## config.mk

```make
export PLATFORM = sky130hd
export DESIGN_NAME = fetch_unit
export DESIGN_NICKNAME = d
export VERILOG_FILES = /design/src/rtl/cpu_pkg.sv /design/src/rtl/if_id_reg.sv /design/src/rtl/fetch_unit.sv
export SDC_FILE = /design/constraint.sdc
export NUM_CORES = 1
export LEC_CHECK = 0
export ABC_AREA = 1
export CORE_UTILIZATION = 35
export CTS_CLUSTER_SIZE = 16
export DETAILED_ROUTE_END_ITERATION = 8
export DONT_BUFFER_PORTS = 1
export PLACE_DENSITY = 0.6
export SLEW_MARGIN = 20
export SYNTH_ARGS = -nofsm -noshare
export SYNTH_HDL_FRONTEND = slang
export SYNTH_SLANG_ARGS = --single-unit
```

## constraint.sdc

```tcl
create_clock -name clk -period 2.8 [get_ports clk]
set_clock_uncertainty 0.15 [all_clocks]
set_input_delay 0.56 -clock clk [delete_from_list [all_inputs] [get_ports clk]]
set_output_delay 0.56 -clock clk [all_outputs]
set_load 0.01 [all_outputs]
```

## src/rtl/cpu_pkg.sv

```systemverilog
// Shared CPU constants and types: reset fetch address, NOP encoding,
// fetch FSM states and the sequential-PC helper.
package cpu_pkg;

  localparam logic [31:0] RESET_PC_DEFAULT = 32'h0000_3000;
  localparam logic [31:0] NOP_INSTR        = 32'h0000_0000;

  typedef enum logic {
    RUN   = 1'b0,
    DRAIN = 1'b1
  } fetch_state_t;

  // Sequential successor; 32-bit arithmetic wraps FFFF_FFFC to 0.
  function automatic logic [31:0] next_seq_pc(input logic [31:0] pc);
    return pc + 32'd4;
  endfunction

endpackage

```

## src/rtl/if_id_reg.sv

```systemverilog
// IF/ID pipeline register: clear inserts a bubble, enable loads a new
// instruction with its PC+4, otherwise the contents hold.
module if_id_reg
  import cpu_pkg::*;
(
  input  logic        clk,
  input  logic        rst_n,
  input  logic        en,
  input  logic        clr,
  input  logic [31:0] instr_next,
  input  logic [31:0] pc4_next,
  output logic [31:0] instr,
  output logic [31:0] pc4,
  output logic        valid
);

  logic [31:0] instr_reg;
  logic [31:0] pc4_reg;
  logic        valid_reg;

  always_ff @(posedge clk or negedge rst_n) begin
    if (!rst_n) begin
      instr_reg <= NOP_INSTR;
      pc4_reg   <= 32'd0;
      valid_reg <= 1'b0;
    end else if (clr) begin
      instr_reg <= NOP_INSTR;
      valid_reg <= 1'b0;
    end else if (en) begin
      instr_reg <= instr_next;
      pc4_reg   <= pc4_next;
      valid_reg <= 1'b1;
    end
  end

  assign instr = instr_reg;
  assign pc4   = pc4_reg;
  assign valid = valid_reg;

endmodule

```

## src/rtl/fetch_unit.sv

```systemverilog
// Instruction fetch stage: drives the instruction-memory request, absorbs
// load-use stalls with a one-entry hold buffer and handles ID redirects.
module fetch_unit
  import cpu_pkg::*;
#(
  parameter logic [31:0] RESET_PC = RESET_PC_DEFAULT
) (
  input  logic        clk,
  input  logic        rst_n,
  input  logic        stall,
  input  logic        branchAvail,
  input  logic [31:0] branchTarget,
  input  logic        jump,
  input  logic [31:0] jumpTarget,
  output logic        imem_req,
  output logic [31:0] imem_addr,
  input  logic        imem_ready,
  input  logic [31:0] imem_rdata,
  output logic [31:0] if_id_instr,
  output logic [31:0] if_id_pc4,
  output logic        if_id_valid
);

  fetch_state_t state_reg;
  logic [31:0]  pc_reg;
  logic [31:0]  addr_reg;
  logic         req_reg;
  logic [31:0]  pend_target_reg;
  logic [31:0]  hold_instr_reg;
  logic [31:0]  hold_pc4_reg;
  logic         hold_valid_reg;

  logic         completion;
  logic         redirect;
  logic [31:0]  target;
  logic [31:0]  pc4;

  logic         id_en;
  logic         id_clr;
  logic [31:0]  id_instr_next;
  logic [31:0]  id_pc4_next;

  assign imem_req   = req_reg;
  assign imem_addr  = addr_reg;
  assign completion = req_reg && imem_ready;
  assign redirect   = (state_reg == RUN) && !stall && (jump || branchAvail);
  assign target     = jump ? jumpTarget : branchTarget;
  assign pc4        = next_seq_pc(pc_reg);

  // IF/ID load/clear selection; a stalled ID stage simply holds.
  always_comb begin
    id_en         = 1'b0;
    id_clr        = 1'b0;
    id_instr_next = imem_rdata;
    id_pc4_next   = pc4;
    if (state_reg == DRAIN || redirect) begin
      id_clr = 1'b1;
    end else if (!stall) begin
      if (hold_valid_reg) begin
        id_en         = 1'b1;
        id_instr_next = hold_instr_reg;
        id_pc4_next   = hold_pc4_reg;
      end else if (completion) begin
        id_en = 1'b1;
      end else begin
        id_clr = 1'b1;
      end
    end
  end

  // Request/address are registered from the next state so they stay put
  // for the whole life of an outstanding fetch.
  always_ff @(posedge clk or negedge rst_n) begin
    if (!rst_n) begin
      state_reg       <= RUN;
      pc_reg          <= RESET_PC;
      addr_reg        <= RESET_PC;
      req_reg         <= 1'b0;
      pend_target_reg <= 32'd0;
      hold_instr_reg  <= NOP_INSTR;
      hold_pc4_reg    <= 32'd0;
      hold_valid_reg  <= 1'b0;
    end else begin
      case (state_reg)
        RUN: begin
          if (redirect) begin
            hold_valid_reg <= 1'b0;
            if (completion || !req_reg) begin
              pc_reg   <= target;
              addr_reg <= target;
              req_reg  <= 1'b1;
            end else begin
              pend_target_reg <= target;
              state_reg       <= DRAIN;
            end
          end else if (hold_valid_reg && !stall) begin
            hold_valid_reg <= 1'b0;
            req_reg        <= 1'b1;
          end else if (completion) begin
            pc_reg   <= pc4;
            addr_reg <= pc4;
            if (stall) begin
              hold_instr_reg <= imem_rdata;
              hold_pc4_reg   <= pc4;
              hold_valid_reg <= 1'b1;
              req_reg        <= 1'b0;
            end
          end else begin
            req_reg <= !hold_valid_reg;
          end
        end
        DRAIN: begin
          // The stale fetch must finish before the redirect target goes out.
          if (completion) begin
            pc_reg    <= pend_target_reg;
            addr_reg  <= pend_target_reg;
            state_reg <= RUN;
          end
        end
        default: state_reg <= RUN;
      endcase
    end
  end

  if_id_reg u_if_id_reg (
    .clk        (clk),
    .rst_n      (rst_n),
    .en         (id_en),
    .clr        (id_clr),
    .instr_next (id_instr_next),
    .pc4_next   (id_pc4_next),
    .instr      (if_id_instr),
    .pc4        (if_id_pc4),
    .valid      (if_id_valid)
  );

endmodule

```

==> metrics.txt, run 1 <==
crit path launch type=register; Chip Width=169 um; # fillers=2799; total wire length=27100 um; initial antenna violation count=0; detailed-placement wirelength estimate=roughly 19000 um; Seq/Total Area, Yosys=0.503; Post-Syn Nets=1356; Yosys Warn Count=0; Syn Area/Cell=about 7.8 sq um; Yosys reg bits=a little under 200; Crit. End Element=register; asr flop ratio synth=1.00; gr ovfl total=0; DR vias/cell=roughly 5.0; max-cap viol count=0; critical path class=register to register; # port buffers=0; Final nets=between 1k and 1.5k; number of synthesized flops with an enable pin=0; mapped cell area=slightly below 10000 sq um; fmax=439 MHz; share of cells above drive strength 1=0.0739; Die Footprint=roughly 29000 sq um; worst setup margin=between 0.5 and 0.6 ns; crit-path max FO=67; Comb power frac=0.038; RD Place Congestion=~0.86; post-synth cell types=35; first-pass GRT wire length=approximately 43000 um; Clock transition at path regs=about 0.07 ns; Antenna Nets Post-Route=0; core area=between 20000 and 30000 sq um; violated checks=negative hold slack; drt wl/cell=around 17 um; worst min path class=input port to async pin; vias in the first global route=7554; final-report max-slew violation count=0; chip height=approximately 170 um; Resized Gates After CTS=0; final hold viol count=just under 200; Starting Density=0.360; cells after synthesis=between 1k and 1.5k; post-CTS setup buffers=0; P_sw=approximately 1.4 mW; Post-Route Utilization=0.392; Final Setup Violations=0; Clock H-tree levels=4; n_diodes=0; Max VDD drop=~0.45 mV; Worst Max-Slew Pin Slew=around 0.88 ns; minimum clock period=between 2 and 2.5 ns; TritonCTS clock tree=done; row count=60; Global Route Usage Sum=0.195; setup TNS=0 ns; area of the multi-input gates=around 4200 sq um; CTS Sinks=approximately 200; I/O pin cnt=200; switching share of power=0.243; fin crit share=0.813; Area Growth Syn to Fin=9.02%; pin count of the biggest net entering global routing=between 150 and 200; total CTS buffers=17; Max clock buf depth=2; Register Area=between 4000 and 5000 sq um; top_reg_cell synth=dfrtp_1; Fin Hold WS=-0.322 ns; drt pass-1 iters=5; P_leak=5.27 nW; internal power=4.39 mW; RSZ-0062 raised after global routing=no; Clock power frac=0.451; worst skew pair latency=about 0.44 ns; 1st-iter DRT viols=between 600 and 700; DRC Markers=0; Clk Tree Root Cell=clkbuf_16; Power Density=between 500 and 600 nW/um^2; sequential power share=0.511; WP data arrival=between 2 and 2.5 ns; pre-CTS setup slack=0.593 ns; required time of the worst setup path=about 3 ns; Vias=8093; slew margin rel.=0.409; status=finished, violations left
synthesized netlist by cell type, types with 2 or more instances:
master      n  area share
nand2_4     2      0.0023
clkbuf_1   31       0.012
o211ai_1    9      0.0069
nand2_2     7      0.0045
dfrtp_1   194        0.50
buf_6       2      0.0023
nand2_1   413        0.16
or2_2       2      0.0013
and2_1      2      0.0013
inv_4       2      0.0013
inv_1      77       0.030
nor2_2      4      0.0026
o21ai_0   111       0.057
xor2_1      4      0.0036
o21a_1     11      0.0085
nor2_4      8      0.0092
mux2i_1     7      0.0072
nand3b_1    2      0.0015
buf_2      25       0.013
inv_2       8      0.0031
dfstp_2     2      0.0054
buf_4      10      0.0077
a22oi_1     5      0.0039
xnor2_1     4      0.0036
nor2_1     97       0.037
a22oi_2     5      0.0064
a21oi_1    81       0.042
a31oi_1    21       0.013
o21ai_1    55       0.028
nand3_1    47       0.024
worst max-delay path: stages (launching register included):
cell and delay, ns:
dfrtp_1 0.54, nand2_1 0.20, nor2_4 0.15, clkinv_2 0.68, o21ai_0 0.42
placed cells by master, fill, tap and decap left out, types with 2 or more instances in the layout:
cell and instances:
inv_6 3, nand2_2 7, o21ai_1 55, o211ai_1 9
xnor2_1 4, buf_4 15, a22oi_1 5, and2_1 2
or2_2 2, o21ai_0 111, nand3_1 47, clkinv_2 2
inv_4 2, mux2i_1 7, nor2_2 4, dfrtp_1 193
a21oi_1 81, bufinv_16 3, clkinv_4 3, dfstp_2 2
nor2_1 97, inv_2 7, inv_1 77, o21a_1 11
inv_8 3, nand2_1 413, nand2_4 2, clkbuf_16 17
a31oi_1 21, xor2_1 4, clkinvlp_4 2, nor2_4 8
a22oi_2 5, nand3b_1 2
final cells by class:
| type | instances | area share |
|---|---|---|
| flip-flops and latches | 196 | 0.462 |
| inverters | 87 | 0.0313 |
| repair buffers | 16 | 0.0125 |
| clock buffers | 17 | 0.0400 |
| multi-input cells | 901 | 0.392 |
| clock inverters | 15 | 0.0185 |
| well taps | 372 | 0.0438 |
through the flow:
stage                     power (mW)  instance area [sq um]  instances  hold WS (ns)
after CTS                       5.85                  10600       1604        -0.342
final                           5.80                  10600       1604        -0.322
after global routing            5.99                  10600       1604        -0.347
after global placement          3.23                  10000       1572         0.126
after detailed placement        3.23                  10000       1572         0.126
after floorplan                 3.15                   9750       1253         0.114
power groups by stage:
stage | Clock (mW) | Combinational, mW | Sequential (mW)
global placement | 0 | 0.212 | 3.02
global route | 2.78 | 0.250 | 2.97
detailed placement | 0 | 0.217 | 3.02
floorplan | 0 | 0.171 | 2.98
finish | 2.62 | 0.219 | 2.96
CTS | 2.67 | 0.218 | 2.96
routing by layer:
layer	wire length [um]	GRT usage	share of wire
met1	13100	0.282	0.49
met2	11400	0.277	0.42
met3	1860	0.0510	0.069
met4	651	0.0696	0.024
met5	0	0	0
path summary, 6_finish.rpt:
kind                       cells after the start                 end               from  slack [ns]
max                                            4  hold_instr_reg[31]           imem_req        0.52
min                                            0   hold_instr_reg[5]              rst_n       -0.32
max reg2reg                                    4  hold_instr_reg[31]           imem_req        0.52
min reg2reg                                    2   hold_instr_reg[2]  hold_instr_reg[2]        0.32
max in group asynchronous                      0       imem_addr[13]              rst_n        2.57
min in group clk                               1           state_reg         imem_ready        0.04
kinds of logic after synthesis:
kind of cell / count (synthesis) / synth area share
fa+ha+maj: 1 / 0.00128
compound gates: 300 / 0.168
simple gates: 585 / 0.244
xor+xnor: 8 / 0.00719
buf+inv: 156 / 0.0692
mux: 7 / 0.00719
flops: 196 / 0.503
(Power assumes the default switching activity.)
==> run 2: changes to the inputs <==
--- a/config.mk
+++ b/config.mk
@@ -10,7 +10,7 @@
 export CTS_CLUSTER_SIZE = 16
 export DETAILED_ROUTE_END_ITERATION = 8
 export DONT_BUFFER_PORTS = 1
-export PLACE_DENSITY = 0.6
+export PLACE_DENSITY = 0.62
 export SLEW_MARGIN = 20
 export SYNTH_ARGS = -nofsm -noshare
 export SYNTH_HDL_FRONTEND = slang
==> constraint.sdc (replaced) <==
create_clock -name clk -period 1.95 [get_ports clk]
set_clock_uncertainty 0.15 [all_clocks]
set_input_delay 0.39 -clock clk [delete_from_list [all_inputs] [get_ports clk]]
set_output_delay 0.39 -clock clk [all_outputs]
set_load 0.01 [all_outputs]
==> run 2 against run 1 <==
Global-route usage increased by 0.72 points. The flow still finishes with violations (negative hold slack). Largest cell class unchanged. Clock power increased by 47%. Critical endpoint is now imem_addr[23]. Cell count increased by 4.9%. Critical path type unchanged.
==> metrics.txt, run 2 (same netlist as run 1, synthesis figures left out) <==
Clock power frac=0.451; total wire length=around 28000 um; Final nets=1401; final-report max-slew violation count=0; Pwr Total=8.54 mW; Fin Hold WS=-0.496 ns; share of cells above drive strength 1=0.119; Crit. End Element=register; most frequent cell on the critical path=nand2_1; Final Setup Violations=0; fmax=537 MHz; DRC Markers=0; chip height=between 150 and 200 um; DR vias/cell=between 5 and 6; Critical R2R Capture=imem_addr[23]; most frequent cells in the layout=nand2_1, dfrtp_1, o21ai_0; commonest non-fill, non-tap cell in the layout=nand2_1; slew margin rel.=0.694; violated checks=negative hold slack; P_sw=2.00 mW; status=finished, violations left; n_diodes=0; TritonCTS clock tree=done; critical path class=register to register; required time of the worst setup path=roughly 2.2 ns; worst skew pair latency=approximately 0.43 ns; row count=60; dpl cell area=between 10000 and 15000 sq um; vias in the first global route=7956; Post-CTS Hold Buffers=34; crit-path max FO=5; Max VDD drop=roughly 0.63 mV; Worst Max-Slew Pin Slew=0.456 ns; worst path cell trace=nand2_1 -> nor2_2 -> nand2_1 -> nor2_4 -> nand3_1 -> nand3_1 -> nand2_1 -> a21oi_1; Die Footprint=~29000 sq um; Clock transition at path regs=around 0.080 ns; 1st-iter DRT viols=around 730; CTS Sinks=just under 200; switching share of power=0.234; minimum clock period=about 1.9 ns; Clock H-tree levels=4; drt pass-1 iters=5; CP delay by family, top=simple AND/OR/NAND/NOR gates; Final Instance Count excl. Fillers=between 1.5k and 2k; Critical-path top delay cell=dfstp_2; crit path launch type=register; # port buffers=0; Area Growth Syn to Fin=18.3%; worst min path class=input port to async pin; Worst path max stage delay=0.57 ns; fin crit share=0.954; Power Density=roughly 740 nW/um^2; RD Place Congestion=0.896; RSZ-0062 raised after global routing=yes; core area=27100 sq um; setup TNS=0 ns; WP buf/inv=0; Max clock buf depth=2; total CTS buffers=17; RR Startpoint=imem_addr[12]; sequential power share=0.493; Starting Density=0.360; Antenna Nets Post-Route=0; Chip Width=around 170 um; gr ovfl total=0; initial antenna violation count=0; pin count of the biggest net entering global routing=about 200; post-route cell area=about 12000 sq um; detailed-placement wirelength estimate=slightly below 20000 um; final hold viol count=196; max-cap viol count=0; # fillers=about 2.7k; placed insts=between 1.5k and 2k; drt wl/cell=about 17 um; WP data arrival=2.08 ns; Global Route Usage Sum=0.202; internal power=between 6 and 7 mW; FF-to-FF setup slack=a little under 0.09 ns; I/O pin cnt=200; P_leak=roughly 5.7 nW; Comb power frac=0.057; Clk Tree Root Cell=clkbuf_16; first-pass GRT wire length=between 40000 and 50000 um; Vias=about 8.4k; r2r worst-path depth=8
[run 2: cell count changes in the layout (fill, tap and decap cells not counted), sizes merged]
cell,change
buf,+45
bufinv,+1
clkbuf,+2
clkinvlp,+1
dlygate4sd3,+34
inv,-4
[run 2: timing repair]
item | in CTS | in global routing
setup buffers | 0 | 2
resized for setup | 0 | 36
hold endpoints to repair | 231 | 196
setup endpoints to repair | 0 | 42
[run 2: area by class of cell]
| class | count | area (sq um) | share of cell area |
|---|---|---|---|
| well taps | 372 | 465 | 0.0404 |
| clock buffers | 19 | 443 | 0.0384 |
| flip-flops and latches | 196 | 4910 | 0.426 |
| inverters | 87 | 335 | 0.0291 |
| clock inverters | 13 | 200 | 0.0174 |
| repair buffers | 95 | 923 | 0.0801 |
| multi-input cells | 901 | 4250 | 0.368 |
[run 2: worst max-delay path by stage]
stage	slack (ns)	to	cells past startpoint	start
floorplan	0.21	u_if_id_reg.pc4[22]	10	imem_addr[2]
global placement	0.06	imem_addr[31]	8	imem_addr[17]
detailed placement	0.04	imem_addr[31]	8	imem_addr[17]
CTS	0.02	imem_addr[31]	8	imem_addr[17]
global route	-0.05	u_if_id_reg.pc4[21]	11	imem_addr[3]
finish	0.09	imem_addr[23]	8	imem_addr[12]
[run 2: power groups by stage]
stage	sequential [mW]	clock, mW	combinational [mW]
after floorplan	4.28	0	0.246
after global placement	4.28	0	0.405
after detailed placement	4.28	0	0.412
after CTS	4.20	3.93	0.473
after global routing	4.21	4.07	0.536
final	4.21	3.85	0.483
[run 2: per-layer routing]
layer | global-route usage | wire length [um] | up-vias
li1 | - | - | 4154
met1 | 0.292 | 13500 | 4007
met2 | 0.293 | 12100 | 248
met3 | 0.0444 | 1650 | 36
met4 | 0.0759 | 762 | 0
met5 | 0 | 0 | -
[run 2: through the flow]
step	utilization	setup slack, ns	hold WS, ns
global route	0.425	-0.0483	-0.521
floorplan	-	0.208	-0.0556
detailed placement	0.385	0.0397	-0.0461
CTS	0.421	0.0241	-0.514
finish	0.425	0.0889	-0.496
global placement	0.385	0.0610	-0.0458
